$ cat config.mk
export PLATFORM = sky130hd
export DESIGN_NAME = window_fetch_ctrl
export DESIGN_NICKNAME = d
export VERILOG_FILES = /design/src/rtl/window_fetch_ctrl.sv
export SDC_FILE = /design/constraint.sdc
export NUM_CORES = 1
export LEC_CHECK = 0
export CAP_MARGIN = 20
export CELL_PAD_IN_SITES_DETAIL_PLACEMENT = 1
export CELL_PAD_IN_SITES_GLOBAL_PLACEMENT = 2
export CORE_ASPECT_RATIO = 1.2
export CORE_MARGIN = 3
export CORE_UTILIZATION = 39
export CTS_BUF_LIST = sky130_fd_sc_hd__clkbuf_4 sky130_fd_sc_hd__clkbuf_8
export DETAILED_ROUTE_END_ITERATION = 6
export PLACE_DENSITY_LB_ADDON = 0.1
export SETUP_SLACK_MARGIN = 0.02
export SYNTH_ARGS = -nofsm -noshare
export SYNTH_HDL_FRONTEND = slang
export SYNTH_SLANG_ARGS = --single-unit
export TNS_END_PERCENT = 50
$ cat constraint.sdc
create_clock -name clk -period 6.4 [get_ports clk]
set_input_delay 1.28 -clock clk [delete_from_list [all_inputs] [get_ports clk]]
set_output_delay 1.28 -clock clk [all_outputs]
set_load 0.02 [all_outputs]
$ cat src/rtl/window_fetch_ctrl.sv
// 3x3 window fetch controller: walks every interior centre pixel, issues nine reads per
// window into the external shift register, then offers the window to the Sobel stage.
module window_fetch_ctrl #(
  parameter int IMG_W  = 640,
  parameter int IMG_H  = 480,
  parameter int ADDR_W = 19,
  parameter int PIX_W  = 8
) (
  input  logic              clk,
  input  logic              n_rst,
  input  logic              i_start,
  input  logic [ADDR_W-1:0] i_base_addr,
  output logic              o_mem_rd,
  output logic [ADDR_W-1:0] o_mem_addr,
  input  logic [PIX_W-1:0]  i_mem_rdata,
  input  logic              i_mem_rvalid,
  output logic [PIX_W-1:0]  o_pix_out,
  output logic              o_shift_enable,
  output logic              o_clear,
  output logic              o_window_valid,
  input  logic              i_window_ack,
  output logic [15:0]       o_ctr_row,
  output logic [15:0]       o_ctr_col,
  output logic              o_busy,
  output logic              o_done
);

  typedef enum logic [2:0] {
    S_IDLE, S_CLR, S_REQ, S_WAIT, S_SETTLE, S_PRESENT, S_NEXT, S_DONE
  } state_t;

  localparam logic [ADDR_W-1:0] ROW_STEP = ADDR_W'(IMG_W - 2);
  localparam logic [ADDR_W-1:0] ONE_A    = ADDR_W'(1);
  localparam logic [ADDR_W-1:0] WRAP_A   = ADDR_W'(3);
  localparam logic [15:0]       LAST_COL = 16'(IMG_W - 2);
  localparam logic [15:0]       LAST_ROW = 16'(IMG_H - 2);

  state_t            r_state;
  logic [15:0]       r_row, r_col;
  logic [3:0]        r_k;
  logic [1:0]        r_dc;
  logic [ADDR_W-1:0] r_wbase, r_tap;

  logic              w_last_col;
  logic [ADDR_W-1:0] w_next_wbase, w_next_tap;

  // Window base is the top-left tap; moving off the last column lands three pixels
  // further on, at column 0 of the next row.
  assign w_last_col   = (r_col == LAST_COL);
  assign w_next_wbase = r_wbase + (w_last_col ? WRAP_A : ONE_A);
  assign w_next_tap   = r_tap + ((r_dc == 2'd2) ? ROW_STEP : ONE_A);

  always_ff @(posedge clk or negedge n_rst) begin
    if (!n_rst) begin
      r_state        <= S_IDLE;
      r_row          <= '0;
      r_col          <= '0;
      r_k            <= '0;
      r_dc           <= '0;
      r_wbase        <= '0;
      r_tap          <= '0;
      o_mem_rd       <= 1'b0;
      o_mem_addr     <= '0;
      o_pix_out      <= '0;
      o_shift_enable <= 1'b0;
      o_clear        <= 1'b0;
      o_window_valid <= 1'b0;
      o_ctr_row      <= '0;
      o_ctr_col      <= '0;
      o_busy         <= 1'b0;
      o_done         <= 1'b0;
    end else begin
      o_shift_enable <= 1'b0;
      case (r_state)
        S_IDLE: if (i_start) begin
          r_wbase <= i_base_addr;
          r_tap   <= i_base_addr;
          r_row   <= 16'd1;
          r_col   <= 16'd1;
          r_k     <= '0;
          r_dc    <= '0;
          o_clear <= 1'b1;
          o_busy  <= 1'b1;
          r_state <= S_CLR;
        end
        S_CLR: begin
          o_clear    <= 1'b0;
          o_mem_rd   <= 1'b1;
          o_mem_addr <= r_tap;
          r_state    <= S_REQ;
        end
        S_REQ: begin
          o_mem_rd <= 1'b0;
          r_state  <= S_WAIT;
        end
        S_WAIT: if (i_mem_rvalid) begin
          o_pix_out      <= i_mem_rdata;
          o_shift_enable <= 1'b1;
          if (r_k == 4'd8) begin
            r_k     <= '0;
            r_dc    <= '0;
            r_state <= S_SETTLE;
          end else begin
            r_k        <= r_k + 4'd1;
            r_dc       <= (r_dc == 2'd2) ? 2'd0 : r_dc + 2'd1;
            r_tap      <= w_next_tap;
            o_mem_rd   <= 1'b1;
            o_mem_addr <= w_next_tap;
            r_state    <= S_REQ;
          end
        end
        S_SETTLE: begin
          o_window_valid <= 1'b1;
          o_ctr_row      <= r_row;
          o_ctr_col      <= r_col;
          r_state        <= S_PRESENT;
        end
        S_PRESENT: if (i_window_ack) begin
          o_window_valid <= 1'b0;
          r_state        <= S_NEXT;
        end
        S_NEXT: begin
          if (w_last_col) begin
            r_col <= 16'd1;
            r_row <= r_row + 16'd1;
          end else begin
            r_col <= r_col + 16'd1;
          end
          r_wbase <= w_next_wbase;
          r_tap   <= w_next_wbase;
          if (w_last_col && r_row == LAST_ROW) begin
            o_done  <= 1'b1;
            r_state <= S_DONE;
          end else begin
            o_mem_rd   <= 1'b1;
            o_mem_addr <= w_next_wbase;
            r_state    <= S_REQ;
          end
        end
        S_DONE: begin
          o_done  <= 1'b0;
          o_busy  <= 1'b0;
          r_state <= S_IDLE;
        end
        default: r_state <= S_IDLE;
      endcase
    end
  end

endmodule
==> reports/metrics.cfg, run 1 <==
[min_path]
min_path_type=reg2reg

[layout]
multi_input_area_um2=3930
area_growth_pct=20.0
fillCellCount=2272
final_cell_mix=144 x dfrtp_1, 105 x nor2_1, 95 x clkdlybuf4s50_1, 94 x nand2_1, 45 x o21ai_0
antenna_cells=0
register_area_um2=3600
fin_nets=962
mostFrequentLayoutCell=dfrtp_1
fin_util_pct=47.8
fin_cells=1193
drive_gt1_share_pct=10.5

[grt]
grt_overflow=0
grt_usage_pct=22.7
grt_antenna_before_repair=0
grt_pass1_vias=7456
grt_pass1_wl_um=39700
grt_start_max_net_pins=87

[yosys]
synth_xor_area_share_pct=5.04
synth_edf_count=0
syn_area_um2=7820
yosys_warnings=0
synth_cell_types=72
syn_nets=890
synth_top_family_by_area=simple AND/OR/NAND/NOR gates
yosys.area_share.adder_pct=1.70
yosysSeqAreaShare_pct=46.1
syn_avg_cell_area_um2=9.22
async_reset_ff_share_pct=100
synth-compound-area-share_pct=17.1
synthFlopType=dfrtp_1
synthSimpleGateAreaFrac_pct=19.6
muxShareOfSynthArea_pct=6.62
synth_seq_cells=144
synth_cells=848

[setup_path]
cp_max_fo=6
cp_cell_sequence=or4_4 > or4_4 > clkinv_4 > fa_1 > nand3_1 > nor4_1 > and3_1 > mux2i_1 > a31oi_1 > a211o_1
worstPathArrival_ns=4.28
cp.required_ns=6.72
cp-start-kind=flop
crit_top_cell=or4_4
end_kind=flop
cp_num_buf_inv=1
critical_path_class=reg2reg
cpPeakStageDelay_ns=0.61
crit_family=simple AND/OR/NAND/NOR gates
slowest_stage=nor4_1

[power_and_ir_drop]
combPwrFrac_pct=44.5
p_int_mw=2.48
seqPwrFrac_pct=38.2
ir_worst_vdd_mv=0.183
clockPowerShare_pct=17.2
switching_share_pct=44.7
powerDensity_nw_per_um2=477
leakagePower_nw=3.88
total_power_mw=4.48
switchingPower_mw=2.00

[timing]
post-route-min-period_ns=3.96
rsz0062_at_grt=false
relSlewSlack_pct=32.1
finalMaxSlewViolations=0
setup_viol=0
skew_ns=0.0137
worst_pin_slew_ns=1.02
hold_violations=0
fin_tns_setup_ns=0
max_freq_mhz=252
post-route-period-util_pct=61.9

[place]
gp_congestion=0.901
place_inst=1162
io_buffers=96
dpl.hpwl_um=17600

[routing]
wire_per_inst_um=20.5
vias_per_cell=5.80
vias=6924
wl_um=24500
final_antenna_net_count=0
drc=0
initialDrtViolationCount=456
drtPass1Iterations=5

[clocking]
insertion_delay_ns=0.44
ctsHoldBuffers=0
clk_pin_slew_ns=0.07
cts_sinks=144
clk_path_buf_depth=2
cts_setup_buffers=0
ctsRootBufferMaster=clkbuf_8
cts_tree=yes
cts_made_buffers=17
htree_num_levels=4
cts_resized=0

[floorplan]
dieArea_um2=21800
core_um2=19600
start_util_pct=39.9
row_count=56
die_w_um=135
ios=97
die_h_um=161

[flow_run]
cap_violations=0

[outcome]
status=finished clean

[Yosys cell counts (2+ instances only)]
master	n	share of area, %
a221o_1	3	0.38
nor4_1	10	0.80
buf_1	4	0.19
buf_6	3	0.43
ha_1	9	1.4
dfrtp_1	144	46
nor3_1	16	1.0
a211oi_1	5	0.48
o211a_1	4	0.51
o21ai_0	46	2.9
a22oi_1	14	1.3
or3_1	4	0.32
mux2_2	42	6.0
inv_1	19	0.91
o32ai_1	4	0.45
o211ai_1	2	0.19
nand4_1	11	0.88
a311oi_1	3	0.34
nand2b_1	8	0.64
a21boi_0	3	0.29
and3_1	19	1.5
o41ai_1	3	0.34
nand3_1	32	2.0
o2111ai_1	4	0.45
xor2_1	20	2.2
nand4b_1	2	0.22
a22o_1	2	0.22
mux2i_1	3	0.38
nand3b_1	4	0.38
a31oi_1	38	3.0
nand2_1	94	4.5
nor2_1	106	5.1
a41oi_1	4	0.45
and2_1	4	0.32
o31ai_1	4	0.38
clkbuf_1	43	2.1
nor4b_1	3	0.34
o22ai_1	9	0.72
or4_4	2	0.29
xnor2_1	25	2.8
a21oi_1	41	2.6
a221oi_1	2	0.22
[power by group through the flow]
| stage | Clock, mW | Combinational [mW] | Sequential [mW] |
|---|---|---|---|
| floorplan | 0 | 1.30 | 1.64 |
| global placement | 0 | 1.91 | 1.69 |
| detailed placement | 0 | 1.98 | 1.72 |
| CTS | 0.800 | 2.00 | 1.71 |
| global route | 0.836 | 2.19 | 1.77 |
| finish | 0.772 | 1.99 | 1.71 |
[through the flow]
step           hold slack [ns]  setup WS [ns]  cell area [µm²]
2_1_floorplan            0.451           2.98             7820
3_3_place_gp             0.460           2.24             8970
3_5_place_dp             0.474           2.12             8970
4_1_cts                  0.492           2.46             9380
5_1_grt                  0.508           2.10             9380
6_report                 0.484           2.44             9380
[sequential cells by signal, indices dropped and copies added (netlist names), 2 cells and up]
register and flops:
o_ctr_col 16, r_state 3, r_row 16, o_ctr_row 16, r_tap 19, r_wbase 19, o_pix_out 8, r_k 4
o_mem_addr 19, r_col 16, r_dc 2
[cell families after synthesis]
kind of cell    Yosys count
compound gates          205
xor+xnor                 45
fa+ha+maj                10
buf+inv                  72
flops                   144
mux                      46
simple gates            326
[layer usage]
metal  GRT usage [%]  routed length (µm)
met1            28.2               10600
met2            41.0               12800
met3            3.30                 738
met4            6.10                 410
met5               0                   0
[cell type report]
class,count,area share [%]
Tap cell,261,3.48
Sequential cell,144,38.4
Timing Repair Buffer,104,10.9
Inverter,21,0.893
Clock inverter,11,1.64
Clock buffer,20,2.80
Multi-Input combinational cell,632,41.9
[worst paths after layout]
kind / startpoint / endpoint / slack (ns) / cells after the start
setup / recovery: r_col[13] / r_tap[18] / 2.44 / 10
hold / removal: o_window_valid / o_window_valid / 0.48 / 1
setup reg to reg: r_col[13] / r_tap[18] / 2.44 / 10
hold reg to reg: o_window_valid / o_window_valid / 0.48 / 1
max in group asynchronous: n_rst / r_wbase[9] / 4.17 / 2
min in group asynchronous: n_rst / o_pix_out[6] / 0.90 / 1
(Power assumes the default switching activity.)
==> inputs of run 2 (changes only) <==
--- a/config.mk
+++ b/config.mk
@@ -10,7 +10,7 @@
 export CELL_PAD_IN_SITES_GLOBAL_PLACEMENT = 2
 export CORE_ASPECT_RATIO = 1.2
 export CORE_MARGIN = 3
-export CORE_UTILIZATION = 39
+export CORE_UTILIZATION = 36
 export CTS_BUF_LIST = sky130_fd_sc_hd__clkbuf_4 sky130_fd_sc_hd__clkbuf_8
 export DETAILED_ROUTE_END_ITERATION = 6
 export PLACE_DENSITY_LB_ADDON = 0.1
==> constraint.sdc (replaced) <==
create_clock -name clk -period 3.83 [get_ports clk]
set_input_delay 0.766 -clock clk [delete_from_list [all_inputs] [get_ports clk]]
set_output_delay 0.766 -clock clk [all_outputs]
set_load 0.02 [all_outputs]
==> reports/metrics.cfg, run 2 (synthesis results as in run 1) <==
[outcome]
status=finished clean

[clocking]
ctsHoldBuffers=0  ; unchanged
clk_pin_slew_ns=0.09  ; +0.02 ns
insertion_delay_ns=0.46  ; +0.02 ns
cts_resized=0  ; unchanged
ctsRootBufferMaster=clkbuf_8
cts_tree=yes
cts_sinks=144  ; unchanged
cts_setup_buffers=0  ; unchanged
clk_path_buf_depth=2  ; unchanged
cts_made_buffers=17  ; unchanged
htree_num_levels=4  ; unchanged

[place]
io_buffers=96  ; unchanged
pre_cts_ws_ns=0.300  ; -1.82 ns
dpl_cell_area_um2=9060  ; +1.1%
dpl.hpwl_um=17700  ; +0.70%
gp_congestion=0.847  ; -6.0%

[setup_path]
cp_cell_sequence=or4_4 > or4_4 > clkinv_4 > fa_1 > nand3_1 > nor4_2 > and3_1 > mux2i_1 > a31oi_1 > a211o_1
slowest_stage=or4_4
r2r_cells=10  ; unchanged
crit_top_cell=or4_4
worstPathArrival_ns=3.86  ; -0.42 ns
cpPeakStageDelay_ns=0.56  ; -0.05 ns
cp_max_fo=6  ; unchanged
cp.required_ns=4.16  ; -2.56 ns
critical_path_class=reg2reg
cp-start-kind=flop
end_kind=flop

[timing]
finalMaxSlewViolations=0  ; unchanged
hold_violations=0  ; unchanged
rsz0062_at_grt=false
fin_tns_setup_ns=0  ; unchanged
worst_pin_slew_ns=0.893  ; -0.126 ns
post-route-min-period_ns=3.53  ; -0.433 ns
post-route-period-util_pct=92.2  ; +30 points
setup_viol=0  ; unchanged
max_freq_mhz=283  ; +12%
worst_slack_ns=0.299  ; -2.14 ns
skew_ns=0.0229  ; +0.00928 ns
relSlewSlack_pct=40.5  ; +8.4 points

[routing]
drc=0  ; unchanged
vias=6896  ; -0.40%
wl_um=24500  ; +0.16%
drtPass1Iterations=5  ; unchanged
wire_per_inst_um=20.2  ; -1.5%
vias_per_cell=5.69  ; -2.0%
final_antenna_net_count=0  ; unchanged
initialDrtViolationCount=309  ; -32%

[floorplan]
start_util_pct=36.9  ; -3.0 points
die_h_um=167  ; +3.9%
die_w_um=141  ; +3.9%
dieArea_um2=23500  ; +8.0%
row_count=58  ; +3.6%
ios=97  ; unchanged
core_um2=21200  ; +8.0%

[power_and_ir_drop]
leakagePower_nw=3.91  ; +0.73%
powerDensity_nw_per_um2=780  ; +64%
ir_worst_vdd_mv=0.338  ; +84%
total_power_mw=7.37  ; +65%

[grt]
grt_pass1_vias=7354  ; -1.4%
grt_pass1_wl_um=40500  ; +2.0%
grt_usage_pct=21.3  ; -1.4 points
grt_antenna_before_repair=0  ; unchanged
grt_overflow=0  ; unchanged
grt_start_max_net_pins=90  ; +3.4%

[min_path]
min_path_type=in2async

[layout]
area_growth_pct=20.8
drive_gt1_share_pct=11.6  ; +1.0 points
mostFrequentLayoutCell=dfrtp_1
top_regs=o_mem_addr x19, r_tap x19, r_wbase x19
antenna_cells=0  ; unchanged
fin_nets=972  ; +1.0%
postLayoutCellArea_um2=9450  ; +0.67%
final_cell_mix=144 x dfrtp_1, 105 x nor2_1, 95 x clkdlybuf4s50_1, 94 x nand2_1, 45 x o21ai_0

[flow_run]
cap_violations=0  ; unchanged

run 2: cell count changes in the layout (fill, tap and decap cells not counted), moves of 2 or more:
cell | previous run | this run
clkbuf_4 | 2 | 0
buf_4 | 8 | 17
inv_6 | 3 | 5
inv_8 | 0 | 3
bufinv_16 | 3 | 0
clkinvlp_4 | 2 | 4
run 2: path summary, 6_finish.rpt:
path / startpoint / endpoint / slack [ns]
setup / recovery: r_col[13] / r_tap[18] / 0.30
hold reg to reg: r_k[3] / r_k[3] / 0.50
setup reg to reg: r_col[13] / r_tap[18] / 0.30
max in group asynchronous: n_rst / r_tap[9] / 2.71
hold / removal: n_rst / o_mem_addr[4] / 0.37
min in group clk: r_k[3] / r_k[3] / 0.50
run 2: metrics by stage:
stage	std cells	utilization [%]	hold slack, ns
after global placement	1181	42.8	0.470
after CTS	1213	44.5	0.413
after detailed placement	1181	42.8	0.490
final	1213	44.6	0.370
after global routing	1213	44.6	0.441
after floorplan	848	-	0.451
run 2: area by class of cell:
class                   instances  area (µm²)
repair buffers                114        1110
well taps                     270         338
clock buffers                  19         262
inverters                      21        83.8
multi-input cells             632        3930
clock inverters                13         116
flip-flops and latches        144        3600
fillers                      2443       11700
run 2: routing by layer:
layer / share of wire (%) / GRT usage, %
met1: 44 / 27.5
met2: 51 / 37.0
met3: 3.2 / 3.51
met4: 1.7 / 5.56
met5: 0 / 0
run 2: critical path: cells and delay by family, from the launching register on:
family          cells  cell delay, ns
buf+inv             1            0.10
flops               1            0.43
mux                 1            0.31
compound gates      2            0.41
simple gates        5            1.90
fa+ha+maj           1            0.27
run 2: power by group:
group          switching [mW]  internal (mW)
clock                   0.680          0.507
sequential              0.786           2.07
combinational            1.91           1.42
total                    3.37           4.00
==> inputs of run 3 (changes only) <==
--- a/config.mk
+++ b/config.mk
@@ -8,7 +8,6 @@
 export CAP_MARGIN = 20
 export CELL_PAD_IN_SITES_DETAIL_PLACEMENT = 1
 export CELL_PAD_IN_SITES_GLOBAL_PLACEMENT = 2
-export CORE_ASPECT_RATIO = 1.2
 export CORE_MARGIN = 3
 export CORE_UTILIZATION = 36
 export CTS_BUF_LIST = sky130_fd_sc_hd__clkbuf_4 sky130_fd_sc_hd__clkbuf_8
==> reports/metrics.cfg, run 3 (synthesis results as in run 1) <==
[clocking]
cts_tree=yes
insertion_delay_ns=0.45  ; about the same
htree_num_levels=4  ; unchanged
clk_pin_slew_ns=0.08  ; about the same
cts_made_buffers=17  ; unchanged
cts_setup_buffers=0  ; unchanged
ctsRootBufferMaster=clkbuf_8
cts_sinks=144  ; unchanged
clk_path_buf_depth=2  ; unchanged
cts_resized=0  ; unchanged
ctsHoldBuffers=0  ; unchanged

[grt]
grt_pass1_wl_um=40500  ; about the same
grt_start_max_net_pins=81  ; -10%
grt_antenna_before_repair=0  ; unchanged
grt_pass1_vias=7447  ; +1.3%
grt_overflow=0  ; unchanged
grt_usage_pct=21.2  ; -0.074 points

[power_and_ir_drop]
switchingPower_mw=3.36  ; -0.46%
seqPwrFrac_pct=38.2  ; -0.6 points
combPwrFrac_pct=44.6  ; -0.5 points
switching_share_pct=44.7  ; -1.0 points
leakagePower_nw=3.93  ; +0.53%
powerDensity_nw_per_um2=792  ; +1.5%
ir_worst_vdd_mv=0.336  ; -0.57%
p_int_mw=4.15  ; +3.9%
clockPowerShare_pct=17.2  ; +1.1 points

[timing]
post-route-period-util_pct=91.7  ; -0.47 points
rsz0062_at_grt=false
max_freq_mhz=285  ; +0.51%
relSlewSlack_pct=48.0  ; +7.5 points
hold_violations=0  ; unchanged
fin_tns_setup_ns=0  ; unchanged
setup_viol=0  ; unchanged
finalMaxSlewViolations=0  ; unchanged
skew_ns=0.0146  ; -0.00828 ns
worst_pin_slew_ns=0.778  ; -0.114 ns
post-route-min-period_ns=3.51  ; -0.0180 ns

[routing]
final_antenna_net_count=0  ; unchanged
drtPass1Iterations=5  ; unchanged
initialDrtViolationCount=413  ; +34%
wl_um=24600  ; about the same
wire_per_inst_um=20.1  ; -0.41%
vias_per_cell=5.67  ; -0.32%
drc=0  ; unchanged
vias=6908  ; +0.17%

[setup_path]
r2r-start=r_col[13]
cp-start-kind=flop
worstPathArrival_ns=3.84  ; -0.02 ns
crit_top_cell=or4_4
critical_path_class=reg2reg
cpPeakStageDelay_ns=0.55  ; about the same
cp_max_fo=6  ; unchanged
end_kind=flop
cp.required_ns=4.16  ; about the same
slowest_stage=or4_4
cp_cell_sequence=or4_4 > or4_4 > clkinv_4 > fa_1 > nand3_1 > nor4_1 > and3_1 > mux2i_1 > a31oi_1 > a211o_1
startpoint=r_col[13]

[floorplan]
die_w_um=153  ; +9.1%
die_h_um=153  ; -8.4%
start_util_pct=37.0  ; +0.063 points
dieArea_um2=23500  ; about the same
core_um2=21200  ; -0.17%
row_count=53  ; -8.6%
ios=97  ; unchanged

[flow_run]
cap_violations=0  ; unchanged

[place]
dpl.hpwl_um=17700  ; -0.12%
dpl_cell_area_um2=9070  ; about the same
gp_congestion=0.917  ; +8.3%
io_buffers=96  ; unchanged

[min_path]
min_path_type=in2async

[layout]
final_cell_mix=144 x dfrtp_1, 105 x nor2_1, 95 x clkdlybuf4s50_1, 94 x nand2_1, 45 x o21ai_0
postLayoutCellArea_um2=9480  ; +0.37%
area_growth_pct=21.2
antenna_cells=0  ; unchanged
top_regs=o_mem_addr x19, r_tap x19, r_wbase x19
drive_gt1_share_pct=11.5  ; -0.012 points
fin_nets=974  ; +0.21%
fillCellCount=2418  ; -1.0%
mostFrequentLayoutCell=dfrtp_1

[outcome]
status=finished clean

run 3: per-stage QoR:
stage                     utilization [%]  hold slack [ns]  power, mW  worst slack, ns  instances
after floorplan                         -            0.451       4.92            0.414        848
after global placement               42.9            0.464       6.08            0.430       1188
after detailed placement             42.9            0.486       6.24            0.334       1188
after CTS                            44.8            0.376       7.55            0.321       1219
after global routing                 44.8            0.372       8.08            0.141       1219
final                                44.8            0.350       7.51            0.317       1219
run 3: per-layer routing:
layer | up-vias | wire [µm] | share of wire (%) | global-route usage (%)
met1 | 3529 | 11300 | 46 | 28.4
met5 | - | 0 | 0 | 0
li1 | 3227 | - | - | -
met4 | 0 | 319 | 1.3 | 5.38
met2 | 128 | 12100 | 49 | 36.0
met3 | 24 | 801 | 3.3 | 3.40
run 3: worst paths after layout:
path,end,slack (ns),cells after the start
worst max-delay path,r_tap[18],0.32,10
worst min-delay path,o_pix_out[3],0.35,1
worst max register to register,r_tap[18],0.32,10
worst min register to register,o_done,0.50,1
max in group asynchronous,o_window_valid,2.62,2
min in group clk,o_done,0.50,1
run 3: worst max-delay path, delay by kind of cell (launching register included):
kind | cells | cell delay (ns)
AOI/OAI and AO/OA | 2 | 0.42
adders and majority gates | 1 | 0.26
buffers and inverters | 1 | 0.10
DFF | 1 | 0.43
muxes | 1 | 0.30
and+or+nand+nor | 5 | 1.88
run 3: layout make-up:
cell class                      count  area [µm²]  area share, %
Tap cell                          275         344           3.63
Timing Repair Buffer              116        1110           11.7
Sequential cell                   144        3600           38.0
Clock inverter                     12         161           1.70
Clock buffer                       19         249           2.63
Multi-Input combinational cell    632        3930           41.4
Inverter                           21        83.8          0.884
run 3: power groups by stage:
stage | clock network (mW) | registers [mW] | logic [mW]
after floorplan | 0 | 2.74 | 2.18
after global placement | 0 | 2.84 | 3.24
after detailed placement | 0 | 2.89 | 3.35
after CTS | 1.32 | 2.87 | 3.36
after global routing | 1.39 | 2.98 | 3.71
final | 1.29 | 2.87 | 3.35
